[src/rtl/fibonacci_index_finder.sv]
// fibonacci_index_finder - iterative search for the largest Fibonacci number <= V and its index.
// Walks the sequence one term per cycle from F(2); reports index, value and exact-match flag.
module fibonacci_index_finder #(
  parameter int WIDTH = 16,
  parameter int IDX_W = 5
) (
  input  logic             clk,
  input  logic             reset,
  input  logic             begin_search,
  input  logic [WIDTH-1:0] value_in,
  output logic             busy,
  output logic             done,
  output logic             is_fib,
  output logic [IDX_W-1:0] index_out,
  output logic [WIDTH-1:0] floor_out
);

  typedef enum logic [1:0] {IDLE, SEARCH, DONE} state_t;

  state_t           state_q;
  logic [WIDTH-1:0] v_q;
  logic [WIDTH-1:0] cur_q;
  logic [WIDTH-1:0] prev_q;
  logic [IDX_W-1:0] idx_q;
  logic             is_fib_q;
  logic [IDX_W-1:0] index_q;
  logic [WIDTH-1:0] floor_q;

  // One extra bit so the step past the last representable term is visible as a carry.
  logic [WIDTH:0]   next_d;
  assign next_d = {1'b0, cur_q} + {1'b0, prev_q};

  always_ff @(posedge clk) begin
    if (reset) begin
      state_q  <= IDLE;
      v_q      <= '0;
      cur_q    <= '0;
      prev_q   <= '0;
      idx_q    <= '0;
      is_fib_q <= 1'b0;
      index_q  <= '0;
      floor_q  <= '0;
    end else begin
      case (state_q)
        IDLE, DONE: begin
          if (begin_search) begin
            if (value_in == '0) begin
              state_q  <= DONE;
              is_fib_q <= 1'b0;
              index_q  <= '0;
              floor_q  <= '0;
            end else if (value_in == WIDTH'(1)) begin
              state_q  <= DONE;
              is_fib_q <= 1'b1;
              index_q  <= IDX_W'(1);
              floor_q  <= WIDTH'(1);
            end else begin
              state_q <= SEARCH;
              v_q     <= value_in;
              cur_q   <= WIDTH'(1);
              prev_q  <= WIDTH'(1);
              idx_q   <= IDX_W'(2);
            end
          end
        end
        SEARCH: begin
          if (cur_q == v_q) begin
            state_q  <= DONE;
            is_fib_q <= 1'b1;
            index_q  <= idx_q;
            floor_q  <= cur_q;
          end else if (cur_q > v_q) begin
            state_q  <= DONE;
            is_fib_q <= 1'b0;
            index_q  <= idx_q - IDX_W'(1);
            floor_q  <= prev_q;
          end else if (next_d[WIDTH]) begin
            state_q  <= DONE;
            is_fib_q <= 1'b0;
            index_q  <= idx_q;
            floor_q  <= cur_q;
          end else begin
            prev_q <= cur_q;
            cur_q  <= next_d[WIDTH-1:0];
            idx_q  <= idx_q + IDX_W'(1);
          end
        end
        default: state_q <= IDLE;
      endcase
    end
  end

  assign busy      = (state_q == SEARCH);
  assign done      = (state_q == DONE);
  assign is_fib    = is_fib_q;
  assign index_out = index_q;
  assign floor_out = floor_q;

endmodule

[config.mk]
export PLATFORM = sky130hd
export DESIGN_NAME = fibonacci_index_finder
export DESIGN_NICKNAME = d
export VERILOG_FILES = /design/src/rtl/fibonacci_index_finder.sv
export SDC_FILE = /design/constraint.sdc
export NUM_CORES = 1
export LEC_CHECK = 0
export CORE_MARGIN = 5
export CORE_UTILIZATION = 55
export DETAILED_ROUTE_END_ITERATION = 6
export HOLD_SLACK_MARGIN = 0.02
export PLACE_DENSITY = 0.87
export SLEW_MARGIN = 10
export SYNTH_ARGS = -nofsm -noshare
export SYNTH_HDL_FRONTEND = slang
export SYNTH_SLANG_ARGS = --single-unit
[constraint.sdc]
create_clock -name clk -period 2.76 [get_ports clk]
set_input_delay 0.276 -clock clk [delete_from_list [all_inputs] [get_ports clk]]
set_output_delay 0.276 -clock clk [all_outputs]
set_load 0.005 [all_outputs]
Yosys cells after proc, flatten, opt, wreduce, memory -nomap -nowiden --
Cells that the tools add are included.
Storage, ports and cells: bits in registers 77, bits in latches 0, bits in writable memories 0, memory bits (read-only) 0, bits of input ports 19, output and inout bits 24, memories 0
Operators by class: $add $sub $neg 3, $mul 0, divide/modulo/power cells 0, order comparisons 1, equality and inequality tests 12, shift-type cells 0, mux-type cells 46, bitwise gates (word level) 2, reductions and logical operators 8
Operators with widths (count):
- $mux W16 | 15
- $pmux W16 S2 | 3
- $mux W5 | 12
- $pmux W5 S2 | 2
- $add A16 B16 Y17 | 1
- $eq A16 B1 Y1 const B | 1
- $eq A16 B16 Y1 | 1
- $gt A16 B16 Y1 | 1
- $logic_not A16 Y1 | 1
- $mux W2 | 6
- $ne A2 B2 Y1 const B | 6
- $reduce_and A4 Y1 | 2
- $reduce_and A7 Y1 | 1
- $mux W1 | 6
- $add A5 B1 Y5 const B | 1
- $sub A5 B1 Y5 const B | 1
- $ne A4 B1 Y1 const B | 1
- $pmux W2 S2 | 1
- $ne A3 B3 Y1 const B | 1
- $eq A2 B1 Y1 const B | 1
- $eq A2 B2 Y1 const B | 1
- $logic_not A2 Y1 | 1
- $not A1 Y1 | 2
- $pmux W1 S2 | 1
- 3 further kinds | 3

Logic depth before layout (Yosys ltp) --
depth in word-level cells 5, depth in mapped cells 11

Worst setup path after synthesis --
No wires, ideal clock.
kind reg2reg, from register cur_q[0], to register idx_q[0], data arrival time 2244 ps, data required time 2639 ps, slack 395 ps, stages on the path, launching flop included 12, clock period less this slack 2365 ps, path through dfxtp_1 -> ha_1 -> inv_1 -> fa_1 -> nand2b_1 -> a211o_1 -> a21oi_1 -> o21ai_2 -> nand4_4 -> nor2_2 -> buf_2 -> mux2_2
Between the ends: longest elaborated chain between the ends 3, elaborated cells between the ends (all ways) 7, classes of those cells add/sub: 1; order compare: 1; eq/ne: 4; reduce/logical: 1
RTL lines:
- from (decl) | RTL line 22 | logic [WIDTH-1:0] cur_q;
- from (signal assigned) | RTL line 84 | cur_q <= next_d[WIDTH-1:0];
- $add A16 B16 Y17 (tied with other cells) | RTL line 31 | assign next_d = {1'b0, cur_q} + {1'b0, prev_q};
- $ne A2 B2 Y1 (no source line)
- $reduce_and A7 Y1 (no source line) (*)
- to (signal assigned) | RTL line 85 | idx_q <= idx_q + IDX_W'(1);
- to (decl) | RTL line 24 | logic [IDX_W-1:0] idx_q;
Mark *: on every way between the ends. The rest lies on a longest branch, timed or not. A chain may end at the register's enable or synchronous reset.

Final worst setup path --
from register cur_q[11], to register idx_q[0]
Same word-level chain as after synthesis.

==> flow_metrics.py <==
metrics = {
    "outcome": {
        "status": "finished, final reports clean",
    },
    "timing": {
        "layout_setup_ws_ns": 0.0292,
        "finalMaxSlewViolations": 0,
        "timing.slew.headroom_pct": 53.8,
        "hold_slack_ns": 0.465,
        "final-setup-viol-count": 0,
        "rsz0062_at_grt": "yes",
        "period_minus_slack_ns": 2.73,
        "timing.final.hold_violations": 0,
        "tightest_slew_ns": 0.692,
        "skew_ns": 0.00748,
        "period_share_pct": 98.9,
        "fmax_mhz": 366,
    },
    "placed_design": {
        "place_ws_ns": -0.176,
        "dp_hpwl_um": 7230,
        "routabilityCongestion": 0.928,
        "dpl-instance-area_um2": 4760,
        "portBuffers": 42,
        "dpl.cell_count": 569,
    },
    "layout": {
        "drive_gt1_share_pct": 14.4,
        "num_antenna_cells": 0,
        "area_growth_syn_to_layout_pct": 22.1,
        "utilization_pct": 69.7,
        "fin_cells": 591,
        "final_nets": 541,
        "final_area_um2": 5080,
        "fillers": 543,
    },
    "synthesis": {
        "synthFlopType": "dfxtp_1",
        "synth_area_leaders": "dfxtp_1 (37%), ha_1 (10%), mux2i_1 (7.9%)",
        "yosys_warnings": 0,
        "yosysUniqueCellTypes": 55,
        "syn-cell-area_um2": 4160,
        "synth_largest_area_cell": "dfxtp_1",
        "async_flop_share_pct": 0,
        "synth.top_cell.area_share_pct": 37.1,
        "synth-edff-count": 0,
        "synth_nets": 479,
        "seq_area_frac_synth_pct": 37.1,
        "ys_seq_elements": 77,
        "syn_inst": 425,
        "yosysMostFrequentCell": "dfxtp_1",
        "netlist_top_cells_count": "dfxtp_1 (77), ha_1 (34), mux2i_1 (33), a22o_1 (32), inv_1 (30)",
        "avgSynthCellArea_um2": 9.79,
    },
    "power": {
        "seq_power_share_pct": 48.6,
        "switchingPower_uw": 727,
        "power.leakage_nw": 2.06,
        "vdd_drop_max_v": 0.000434,
        "clkPwrFrac_pct": 31.9,
        "p_int_mw": 1.71,
        "p_per_area_nw_per_um2": 480,
        "sw_frac_of_total_pct": 29.8,
        "pwr-share-comb_pct": 19.5,
    },
    "global_route": {
        "grt_pass1_wl_um": 16500,
        "grt_start_max_net_pins": 31,
        "grtUsageTotal_pct": 21.1,
        "overflow": 0,
        "antenna_found_initial": 0,
        "grt_pass1_vias": 3548,
    },
    "clock_network": {
        "cts_tree": "yes",
        "h-tree-depth": 3,
        "clkTransAtPathRegs_ns": 0.08,
        "clock_sinks": 77,
        "hold_buffers": 0,
        "cts_root_buffer": "clkbuf_8",
        "clockBufferDepth": 2,
        "clock_latency_ns": 0.36,
        "cts_made_buffers": 9,
    },
    "die": {
        "coreArea_um2": 7290,
        "dieArea_um2": 9400,
        "die_x_um": 97.0,
        "pin_count": 43,
        "dieHeight_um": 97.0,
        "num_rows": 31,
        "start_util_pct": 57.0,
    },
    "critical_path": {
        "required_ns": 3.07,
        "start_kind": "register",
        "critPathMaxFanout": 30,
        "end_kind": "register",
        "path_class": "register to register",
        "arrival_ns": 3.04,
    },
    "detailed_routing": {
        "drt_first_pass_iters": 5,
        "drt-total-wl_um": 10300,
        "ant_nets": 0,
        "drc": 0,
        "vias": 3577,
        "drt-vias-per-instance": 6.05,
        "drtIter0Drc": 230,
        "wl_per_cell_um": 17.4,
    },
    "job": {
        "maxCapViolCount": 0,
    },
    "hold_path": {
        "min_path_type": "register to register",
    },
}
area by class of cell:
| type | instances | area [um2] | area share [%] |
|---|---|---|---|
| clock inverters | 6 | 38.8 | 0.764 |
| well taps | 99 | 124 | 2.44 |
| flip-flops and latches | 77 | 1550 | 30.5 |
| clock buffers | 10 | 138 | 2.71 |
| multi-input cells | 300 | 2460 | 48.5 |
| inverters | 30 | 113 | 2.22 |
| repair buffers | 69 | 656 | 12.9 |
power by group through the flow:
stage	logic [mW]	registers, mW	clock network [mW]
global route	0.512	1.19	0.847
CTS	0.429	1.18	0.784
global placement	0.408	1.20	0
finish	0.476	1.19	0.777
floorplan	0.285	1.20	0
detailed placement	0.421	1.21	0
routing by layer:
metal / track usage, % / part of all wire (%) / vias to the layer above
li1: - / - / 1689
met1: 25.5 / 43 / 1751
met2: 36.0 / 49 / 114
met3: 5.47 / 5.4 / 23
met4: 7.99 / 2.4 / 0
met5: 0 / 0 / -
worst max-delay path: stages (launching register included):
cell and delay [ns]:
dfxtp_1 0.44, ha_1 0.30, nand4_1 0.22, nor4_4 0.08, nor4b_1 0.42, buf_4 0.20
nand4_4 0.15, nor2_4 0.59, mux2_2 0.28
path summary, 6_finish.rpt:
check,end,startpoint,slack [ns],cells after the start
setup / recovery,idx_q[0],cur_q[11],0.03,8
hold / removal,floor_out[14],floor_out[14],0.46,1
setup reg to reg,idx_q[0],cur_q[11],0.03,8
hold reg to reg,floor_out[14],floor_out[14],0.46,1
cell usage in the layout, fill, tap and decap left out, types with 8 or more instances in the layout:
cell type        instances
nand2_1                 14
o2bb2ai_1               17
nand4_1                  9
xor2_1                   8
a21oi_1                 23
a22o_1                  32
inv_1                   30
o21ai_0                 13
xnor2_1                 10
dfxtp_1                 73
clkbuf_8                10
ha_1                    33
clkdlybuf4s50_1         42
mux2i_1                 33
nor2_1                  29
buf_4                   23
flip-flops by register name, indices dropped and copies added, names as in the netlist:
register   count
idx_q          5
floor_out     16
index_out      5
is_fib         1
prev_q        16
cur_q         16
state_q        2
v_q           16
timing repair:
action / 4_1_cts / 5_1_grt
pin swaps: 0 / 5
endpoints found under the setup margin: 51 / 54
resized for setup: 2 / 18
gates cloned: 0 / 2
buffers inserted: 0 / 4
stage by stage:
step	TNS, ns	power, mW
final	0	2.44
after global routing	-4.49	2.55
after CTS	0	2.39
after detailed placement	-4.97	1.63
after global placement	-0.204	1.61
after floorplan	0	1.48
logic make-up (layout without fill, tap and decap cells):
kind of cell / after synthesis / in the layout / share of synthesized area, %
AO/OA/AOI/OAI: 124 / 124 / 23.2
XOR/XNOR: 18 / 18 / 3.79
adder cells (fa/ha/maj): 35 / 35 / 10.7
buffers and inverters: 48 / 115 / 5.23
flip-flops: 77 / 77 / 37.1
multiplexers: 34 / 34 / 8.21
AND/OR/NAND/NOR: 89 / 89 / 11.8
Note: power is estimated with default switching activity, not from simulation.
